## src/rtl/delay_pulse_gen.sv

```systemverilog
// delay_pulse_gen: after a start request, waits delay_val cycles, then drives
// a registered pulse of pulse_len cycles (0 counts as 1) and strobes done.
// Ports: clk, rst_n (async, active-low), ena (freezes state when low), start,
//   delay_val[WIDTH], pulse_len[PW] -> pulse_out, busy, done, remaining[WIDTH].
// Optional macro DELAY_PULSE_RETRIGGER_EN: start in WAIT/PULSE restarts the
//   delay from the current inputs; without it start only acts in IDLE.
module delay_pulse_gen #(
    parameter int WIDTH = 8,
    parameter int PW    = 4
) (
    input  logic             clk,
    input  logic             rst_n,
    input  logic             ena,
    input  logic             start,
    input  logic [WIDTH-1:0] delay_val,
    input  logic [PW-1:0]    pulse_len,
    output logic             pulse_out,
    output logic             busy,
    output logic             done,
    output logic [WIDTH-1:0] remaining
);

    localparam logic [1:0] S_IDLE  = 2'd0;
    localparam logic [1:0] S_WAIT  = 2'd1;
    localparam logic [1:0] S_PULSE = 2'd2;
    localparam logic [1:0] S_DONE  = 2'd3;

    localparam logic [WIDTH-1:0] W_ONE = {{(WIDTH-1){1'b0}}, 1'b1};
    localparam logic [PW-1:0]    P_ONE = {{(PW-1){1'b0}}, 1'b1};

    logic [1:0]       state;
    logic [WIDTH-1:0] cnt;
    logic [PW-1:0]    pcnt;
    logic [PW-1:0]    pcnt_init;
    logic             retrig;

    // pcnt holds cycles left after the current pulse cycle, so P maps to P-1
    // and a zero length is clamped to a single-cycle pulse.
    always_comb begin
        pcnt_init = '0;
        if (pulse_len != '0) begin
            pcnt_init = pulse_len - P_ONE;
        end
    end

`ifdef DELAY_PULSE_RETRIGGER_EN
    assign retrig = start && ((state == S_WAIT) || (state == S_PULSE));
`else
    assign retrig = 1'b0;
`endif

    always_ff @(posedge clk or negedge rst_n) begin
        if (!rst_n) begin
            state     <= S_IDLE;
            cnt       <= '0;
            pcnt      <= '0;
            pulse_out <= 1'b0;
            done      <= 1'b0;
        end else if (ena) begin
            if (retrig) begin
                // Aborted run: restart the delay, drop the pulse, no done.
                cnt       <= delay_val;
                pcnt      <= pcnt_init;
                pulse_out <= 1'b0;
                done      <= 1'b0;
                state     <= S_WAIT;
            end else begin
                unique case (state)
                    S_IDLE: begin
                        done <= 1'b0;
                        if (start) begin
                            cnt   <= delay_val;
                            pcnt  <= pcnt_init;
                            state <= S_WAIT;
                        end
                    end
                    S_WAIT: begin
                        if (cnt == '0) begin
                            pulse_out <= 1'b1;
                            state     <= S_PULSE;
                        end else begin
                            cnt <= cnt - W_ONE;
                        end
                    end
                    S_PULSE: begin
                        if (pcnt == '0) begin
                            pulse_out <= 1'b0;
                            done      <= 1'b1;
                            state     <= S_DONE;
                        end else begin
                            pcnt <= pcnt - P_ONE;
                        end
                    end
                    S_DONE: begin
                        done  <= 1'b0;
                        state <= S_IDLE;
                    end
                    default: begin
                        state <= S_IDLE;
                    end
                endcase
            end
        end
    end

    assign busy      = (state != S_IDLE);
    assign remaining = (state == S_WAIT) ? cnt : '0;

endmodule

```

## config.mk

```make
export PLATFORM = sky130hd
export DESIGN_NAME = delay_pulse_gen
export DESIGN_NICKNAME = d
export VERILOG_FILES = /design/src/rtl/delay_pulse_gen.sv
export SDC_FILE = /design/constraint.sdc
export NUM_CORES = 1
export LEC_CHECK = 0
export CAP_MARGIN = 5
export CORE_ASPECT_RATIO = 1.5
export CORE_MARGIN = 2
export CORE_UTILIZATION = 45
export DETAILED_ROUTE_END_ITERATION = 10
export PLACE_DENSITY_LB_ADDON = 0.15
export SLEW_MARGIN = 40
export SYNTH_ARGS = -nofsm -noshare
export SYNTH_HDL_FRONTEND = slang
export SYNTH_SLANG_ARGS = --single-unit
```

## constraint.sdc

```tcl
create_clock -name clk -period 3.3 [get_ports clk]
set_input_delay 0.66 -clock clk [delete_from_list [all_inputs] [get_ports clk]]
set_output_delay 0.66 -clock clk [all_outputs]
set_load 0.01 [all_outputs]
```

==> flow_summary_export.csv, run 1 <==
group,metric,value,unit
status,status,"completed",
finish,seq_area,400,µm²
pwr,p_int,0.752,mW
clock_network,clock_latency,0.29,ns
pwr,power_density,867,nW/µm²
clock_network,cts.sinks,16,
clock_network,cts.root.buffer_cell,"clkbuf_4",
global_route,gr-total-overflow,0,
floorplanning,die_h,66.5,µm
setup_path,worstPathMaxFanout,20,
clock_network,clk_pin_slew_worst_paths,0.10,ns
sta,slew_headroom,55.6,%
finish,fillers,225,
logic_synthesis,yosys.cell_types.count,39,
sta,fin_ws,0.522,ns
setup_path,crit_arrival,2.12,ns
pwr,p_leak,0.650,nW
placement,dp_slack,0.819,ns
sta,final_hold_viol_count,0,
sta,fin_worst_skew,0.00690,ns
clock_network,cts-hold-fix-buffers,0,
global_route,grt_start_max_net_pins,21,
placement,dp_cells,182,
floorplanning,ios,27,
setup_path,reg2reg_depth,7,
logic_synthesis,async_reset_ff_share,100,%
pwr,ir_drop,0.000453,V
setup_path,crit_required,2.64,ns
sta,setup_viol,0,
pwr,combPwrFrac,58.1,%
placement,gp_congestion,0.759,
routing,num_vias,1111,
global_route,grt_pass1_vias,1093,
clock_network,cts_buffers,3,
routing,drt_iter0_drc,14,
run,max_cap_violations,0,
floorplanning,die_area,3040,µm²
finish,fin_cells,186,
sta,min_period,2.78,ns
clock_network,h-tree-depth,1,
floorplanning,core-area,2450,µm²
finish,finalNetCount,185,
routing,ant_nets,0,
hold_path,hold_path_class,"in -> async",
sta,fmax,360,MHz
placement,io_buffers,26,
sta,maxSlewViolCount,0,
logic_synthesis,ys_warn_count,0,
logic_synthesis,syn-instance-count,133,
routing,viasPerCell,5.97,
global_route,track_usage,20.8,%
routing,first_pass_iters,4,
clock_network,cts_tree,"built",
setup_path,critPathMaxStageDelay,0.55,ns
sta,fin_crit_sh,84.2,%
placement,dp_hpwl,2060,µm
setup_path,critPathKind,"reg -> out",
routing,totalWireLength,2710,µm
clock_network,clock_path_buffers,2,
setup_path,critPathSlowestCell,"clkdlybuf4s50_1",
setup_path,path_cells,"inv_1, ha_1, and2_1, clkdlybuf4s50_1",
placement,dpl_cell_area,1470,µm²
routing,wl_per_cell,14.6,µm
setup_path,start_kind,"flop",
finish,diodes,0,
setup_path,cp-end-kind,"primary output",
pwr,switching_share,42.1,%
sta,whs,0.277,ns
finish,final_layout_size_suffix_gt1_share,11.1,%
logic_synthesis,ys_ff_latch,16,
finish,syn_to_final_growth,28.1,%
pwr,clkPwrFrac,10.0,%
logic_synthesis,syn_area,1170,µm²
sta,setup_tns,0,ns
global_route,grt_pass1_wl,4670,µm
routing,drc,0,
logic_synthesis,syn-num-nets,155,
sta,grt_setup_unrepaired,"no",
pwr,p_seq_share,31.9,%
floorplanning,die_w,45.7,µm
logic_synthesis,synth_flop_cell,"dfrtp_1",
sta,tightest_slew,0.661,ns
clock_network,cts-resized-gates,0,
logic_synthesis,synth_area_leaders,"dfrtp_1 34%, ha_1 6.4%, mux2i_1 5.1%, nand2_1 4.2%, and2_1 3.7%",
floorplanning,initial_utilization,47.8,%
finish,multi_input_area,714,µm²
logic_synthesis,synth_seq_area_share,34.2,%
logic_synthesis,synth_top_area_share,34.2,%
logic_synthesis,synth_top_cell_by_area,"dfrtp_1",
clock_network,postCtsSetupBuffers,0,
global_route,antenna_found_initial,0,
logic_synthesis,syn_avg_cell_area,8.81,µm²
pwr,p_sw,0.548,mW
logic_synthesis,synth_edf_count,0,
floorplanning,row_count,22,
finish,design_area,1500,µm²
kinds of logic after synthesis:
kind of cell | synth area share, %
muxes | 9.29
DFF | 34.2
AOI/OAI and AO/OA | 18.4
buffers and inverters | 4.81
adders and majority gates | 6.41
and+or+nand+nor | 26.9
per-stage QoR:
stage	utilization [%]	total power, mW
2_1_floorplan	-	0.895
4_1_cts	61.4	1.31
3_3_place_gp	60.0	1.15
3_5_place_dp	60.0	1.17
5_1_grt	61.2	1.42
6_report	61.2	1.30
state kept, by name (all words and copies together), names as in the netlist:
register,flops
done,1
pcnt,4
cnt,8
state,2
pulse_out,1
critical path: cells and delay by family, from the launching register on:
kind	cells	cell delay [ns]
adder cells (fa/ha/maj)	1	0.53
flip-flops	1	0.41
buffers and inverters	2	0.64
AND/OR/NAND/NOR	1	0.24
power by group through the flow:
stage / clock network (mW) / registers, mW / logic [mW]
floorplan: 0 / 0.385 / 0.510
global placement: 0 / 0.410 / 0.743
detailed placement: 0 / 0.414 / 0.760
CTS: 0.140 / 0.412 / 0.761
global route: 0.147 / 0.432 / 0.845
finish: 0.130 / 0.414 / 0.756
cells in the mapped netlist (4+ instances only):
cell      instances
clkbuf_1          4
ha_1              6
nor2_1           10
dfrtp_1          16
inv_1            11
and2_1            7
o211ai_1          4
nor3_1            4
mux2i_1           6
o21ai_0           8
nand2_1          13
nand3_1           6
area by class of cell:
| type | instances | share of cell area [%] |
|---|---|---|
| Clock buffer | 4 | 2.42 |
| Sequential cell | 16 | 26.7 |
| Multi-Input combinational cell | 102 | 47.6 |
| Timing Repair Buffer | 29 | 18.5 |
| Tap cell | 24 | 2.00 |
| Inverter | 11 | 2.75 |
path summary, 6_finish.rpt:
kind                                end     start  slack, ns
max                        remaining[6]  state[1]       0.52
min                             pcnt[3]     rst_n       0.28
max reg2reg                      cnt[6]  state[1]       0.88
min reg2reg                      cnt[5]    cnt[5]       0.54
max in group asynchronous        cnt[6]     rst_n       2.74
min in group clk                 cnt[5]    cnt[5]       0.54
metal layers:
metal / routed length (µm) / vias up / GRT usage (%) / part of all wire (%)
met5: 0 / - / 0 / 0
met4: 43 / 0 / 8.82 / 1.6
met3: 69 / 4 / 2.71 / 2.5
met1: 1160 / 534 / 23.0 / 43
li1: - / 548 / - / -
met2: 1440 / 25 / 37.7 / 53
cells in the final DEF (no fill, tap or decap), types with 2 or more instances in the layout:
master / n
clkdlybuf4s50_1: 25
dfrtp_1: 16
nand2_1: 13
inv_1: 11
nor2_1: 10
o21ai_0: 8
and2_1: 7
nand3_1: 6
mux2i_1: 6
ha_1: 6
o211ai_1: 4
nor3_1: 4
mux2_2: 3
a22o_1: 3
a211o_1: 3
a21oi_1: 3
clkbuf_4: 3
buf_4: 3
a22oi_1: 2
nor4b_1: 2
nor4_1: 2
Note: power is estimated with default switching activity, not from simulation.
==> run 2: changes to the inputs <==
- CORE_UTILIZATION: 45 -> 44
- clock period: 3.3 -> 2.5 ns (I/O delays scaled with it)
==> run 2 against run 1 <==
Compared with the run above: clock power rose by 5%; clock skew fell by 0.0063 ns; first-iteration DRC count rose by 50%; hold slack improved by 0.26 ns; critical endpoint unchanged.
==> flow_summary_export.csv, run 2 (synthesized netlist as in run 1, its figures left out) <==
group,metric,value,unit
sta,fin_ws,0.123,ns
setup_path,critPathKind,"reg -> out",
global_route,antenna_found_initial,0,
status,status,"completed",
clock_network,cts_tree,"built",
setup_path,crit_arrival,1.88,ns
floorplanning,row_count,22,
placement,gp_congestion,0.822,
global_route,track_usage,20.1,%
clock_network,clock_path_buffers,2,
setup_path,worstPathMaxFanout,15,
clock_network,cts_buffers,3,
routing,ant_nets,0,
sta,fin_crit_sh,95.1,%
sta,fmax,421,MHz
clock_network,cts.root.buffer_cell,"clkbuf_4",
floorplanning,core-area,2480,µm²
sta,setup_viol,0,
pwr,p_leak,0.678,nW
global_route,grt_start_max_net_pins,17,
routing,drt_iter0_drc,21,
routing,drc,0,
sta,tightest_slew,0.428,ns
setup_path,cp-end-kind,"primary output",
clock_network,cts-hold-fix-buffers,0,
routing,viasPerCell,5.85,
hold_path,hold_path_class,"in -> async",
global_route,grt_pass1_wl,4710,µm
finish,largest_reg_flops,8,
finish,final_common_cell,"clkdlybuf4s50_1",
clock_network,clk_pin_slew_worst_paths,0.10,ns
run,max_cap_violations,0,
floorplanning,die_h,67.2,µm
placement,dp_slack,0.184,ns
finish,fin_cells,192,
finish,layout_common_cells,"26 x clkdlybuf4s50_1, 16 x dfrtp_1, 13 x nand2_1, 11 x inv_1, 10 x nor2_1",
floorplanning,ios,27,
sta,grt_setup_unrepaired,"no",
finish,finalNetCount,192,
floorplanning,die_w,46.1,µm
routing,first_pass_iters,4,
routing,num_vias,1123,
clock_network,cts.sinks,16,
finish,syn_to_final_growth,32.2,%
setup_path,crit_required,2.00,ns
sta,final_hold_viol_count,0,
floorplanning,die_area,3100,µm²
placement,dp_hpwl,2080,µm
clock_network,h-tree-depth,1,
global_route,gr-total-overflow,0,
sta,maxSlewViolCount,0,
sta,whs,0.536,ns
finish,diodes,0,
finish,final_layout_size_suffix_gt1_share,13.7,%
floorplanning,initial_utilization,47.3,%
pwr,ir_drop,0.000610,V
sta,setup_tns,0,ns
setup_path,start_kind,"flop",
placement,dp_cells,189,
routing,wl_per_cell,14.2,µm
routing,totalWireLength,2720,µm
pwr,finalPower,1.74,mW
finish,design_area,1550,µm²
sta,slew_headroom,71.4,%
finish,top_regs,"cnt: 8 flops, pcnt: 4 flops, state: 2 flops",
pwr,power_density,1130,nW/µm²
sta,fin_worst_skew,0.000636,ns
placement,io_buffers,26,
sta,min_period,2.38,ns
finish,regMostFlops,"cnt",
finish,finalCoreUtilization,62.5,%
placement,dpl_cell_area,1520,µm²
clock_network,clock_latency,0.28,ns
global_route,grt_pass1_vias,1125,
-- run 2: changes by cell type in the layout (fill, tap and decap cells not counted) --
cell / delta
buf_2: -1
clkdlybuf4s50_1: +1
buf_6: +1
buf_4: +6
clkbuf_8: -1
-- run 2: what timing repair did --
| action | CTS | global route |
|---|---|---|
| endpoints found under the hold margin | 0 | 0 |
| endpoints found under the setup margin | 0 | 4 |
| buffers inserted | 0 | 0 |
| gates resized for setup | 0 | 1 |
-- run 2: routing by layer --
metal  vias up  track usage [%]  routed length (µm)
met5         -                0                   0
met4         0             8.57                  50
met3         6             2.67                  90
met2        23             34.4                1410
met1       532             24.5                1170
li1        562                -                   -
-- run 2: cell type report --
class,count,area [µm²]
Timing Repair Buffer,36,339
Inverter,11,41.3
Clock buffer,3,22.5
Sequential cell,16,400
Tap cell,24,30.0
Multi-Input combinational cell,102,714
Fill cell,213,930
-- run 2: report_power, final --
part           internal [mW]  switching (mW)  total (mW)
logic                  0.564           0.519        1.08
registers              0.390           0.133       0.523
clock network         0.0558          0.0815       0.137
total                   1.01           0.734        1.74
-- run 2: final timing paths --
check	cells past startpoint	endpoint	startpoint	slack [ns]
setup / recovery	5	remaining[6]	state[1]	0.12
hold / removal	2	pcnt[1]	rst_n	0.54
setup reg to reg	4	state[1]	cnt[4]	0.17
hold reg to reg	1	pulse_out	pulse_out	0.55
max in group asynchronous	2	cnt[1]	rst_n	1.78
min in group clk	1	pulse_out	pulse_out	0.55
-- run 2: critical path: stages (launching register included) --
cell,delay [ns]
dfrtp_1,0.42
inv_1,0.09
ha_1,0.22
buf_6,0.17
and2_1,0.16
clkdlybuf4s50_1,0.54
==> run 3: changes to the inputs <==
- PLACE_DENSITY: not set -> 0.74
- PLACE_DENSITY_LB_ADDON: 0.15 -> not set
==> run 3 against run 2 <==
Compared with the run above: core utilization grew 0.56 points; die area is the same; final area increased by 0.89%.
==> flow_summary_export.csv, run 3 (synthesized netlist as in run 1, its figures left out) <==
group,metric,value,unit
status,status,"completed",
finish,top_regs,"cnt: 8 flops, pcnt: 4 flops, state: 2 flops",
pwr,p_leak,0.681,nW
finish,finalNetCount,191,
sta,slew_headroom,70.8,%
finish,multi_input_area,727,µm²
sta,min_period,2.39,ns
clock_network,clock_latency,0.29,ns
routing,viasPerCell,5.94,
routing,drc,0,
sta,whs,0.105,ns
clock_network,clock_path_buffers,2,
clock_network,cts_tree,"built",
placement,gp_congestion,0.827,
floorplanning,ios,27,
routing,wl_per_cell,14.6,µm
setup_path,crit_arrival,1.89,ns
setup_path,worstPathMaxFanout,13,
floorplanning,initial_utilization,47.3,%
sta,setup_tns,0,ns
global_route,grt_most_used_layer,"met2",
routing,ant_nets,0,
floorplanning,core-area,2480,µm²
setup_path,crit_required,2.00,ns
clock_network,cts_buffers,3,
setup_path,start_kind,"flop",
routing,first_pass_iters,4,
clock_network,cts.root.buffer_cell,"clkbuf_4",
global_route,grt_start_max_net_pins,17,
placement,io_buffers,26,
finish,largest_reg_flops,8,
global_route,gr-usage-met1,22.0,%
sta,setup_viol,0,
floorplanning,die_w,46.1,µm
floorplanning,die_area,3100,µm²
routing,drt_iter0_drc,20,
routing,num_vias,1141,
global_route,grt_pass1_wl,4910,µm
finish,diodes,0,
finish,regMostFlops,"cnt",
hold_path,hold_path_class,"in -> async",
finish,syn_to_final_growth,33.3,%
sta,tightest_slew,0.437,ns
global_route,grt_pass1_vias,1194,
clock_network,postCtsSetupBuffers,0,
clock_network,clk_pin_slew_worst_paths,0.11,ns
sta,fin_crit_sh,95.4,%
sta,fin_worst_skew,0.00627,ns
sta,final_hold_viol_count,0,
pwr,power_density,1160,nW/µm²
global_route,antenna_found_initial,0,
finish,final_common_cell,"clkdlybuf4s50_1",
clock_network,cts-hold-fix-buffers,0,
clock_network,h-tree-depth,1,
finish,fillers,232,
finish,seq_area,400,µm²
global_route,use_met3,5.08,%
finish,final_layout_size_suffix_gt1_share,14.9,%
pwr,ir_drop,0.000695,V
global_route,track_usage,21.3,%
global_route,gr-total-overflow,0,
sta,grt_setup_unrepaired,"no",
floorplanning,die_h,67.2,µm
sta,maxSlewViolCount,0,
global_route,met2_usage,38.9,%
run,max_cap_violations,0,
routing,totalWireLength,2800,µm
placement,dp_hpwl,2160,µm
sta,fmax,419,MHz
setup_path,cp-end-kind,"primary output",
floorplanning,row_count,22,
setup_path,critPathKind,"reg -> out",
clock_network,cts.sinks,16,
finish,layout_common_cells,"25 x clkdlybuf4s50_1, 16 x dfrtp_1, 13 x nand2_1, 11 x inv_1, 10 x nor2_1",
setup_path,reg2reg_depth,4,
[run 3: changes by cell type in the layout (fill, tap and decap cells not counted), sizes merged]
cell and change:
clkbuf +1, clkdlybuf4s50 -1
[run 3: power breakdown]
group	internal, mW	switching, mW
registers	0.390	0.134
clock network	0.0887	0.0910
logic	0.573	0.528
total	1.05	0.754
[run 3: final cells by class]
cell class	instances	area share (%)
clock buffers	4	2.32
inverters	11	2.64
multi-input cells	102	46.6
flip-flops and latches	16	25.6
well taps	24	1.92
repair buffers	35	20.9
[run 3: per-layer routing]
layer	vias up	part of all wire, %	wire length [µm]
met5	-	0	0
met4	0	0.79	22
met3	4	4.1	116
met2	32	54	1510
met1	541	41	1150
li1	564	-	-
[run 3: per-stage QoR]
step / instance area, µm² / utilization, % / worst slack, ns / std cells / power [mW]
2_1_floorplan: 1170 / - / 0.220 / 133 / 1.18
3_3_place_gp: 1510 / 61.1 / 0.192 / 188 / 1.57
3_5_place_dp: 1510 / 61.1 / 0.161 / 188 / 1.61
4_1_cts: 1550 / 62.7 / 0.0300 / 192 / 1.79
5_1_grt: 1560 / 63.0 / 0.0350 / 192 / 1.97
6_report: 1560 / 63.0 / 0.115 / 192 / 1.81
[run 3: what timing repair did]
action / 4_1_cts / 5_1_grt
hold endpoints to repair: 0 / 0
gates resized for setup: 1 / 2
pin swaps: 0 / 0
setup endpoints to repair: 3 / 6
[run 3: path summary, 6_finish.rpt]
check | startpoint | endpoint | slack [ns]
worst max-delay path | state[1] | remaining[3] | 0.11
worst max register to register | cnt[3] | state[1] | 0.17
worst min register to register | pulse_out | pulse_out | 0.55
worst min-delay path | rst_n | state[0] | 0.10
min in group clk | pulse_out | pulse_out | 0.55
max in group asynchronous | rst_n | pcnt[0] | 2.12
[run 3: critical path, stage by stage, from the launching register on]
cell and delay, ns:
dfrtp_1 0.42, inv_1 0.12, ha_4 0.19, buf_6 0.15, and2_1 0.17, clkdlybuf4s50_1 0.54
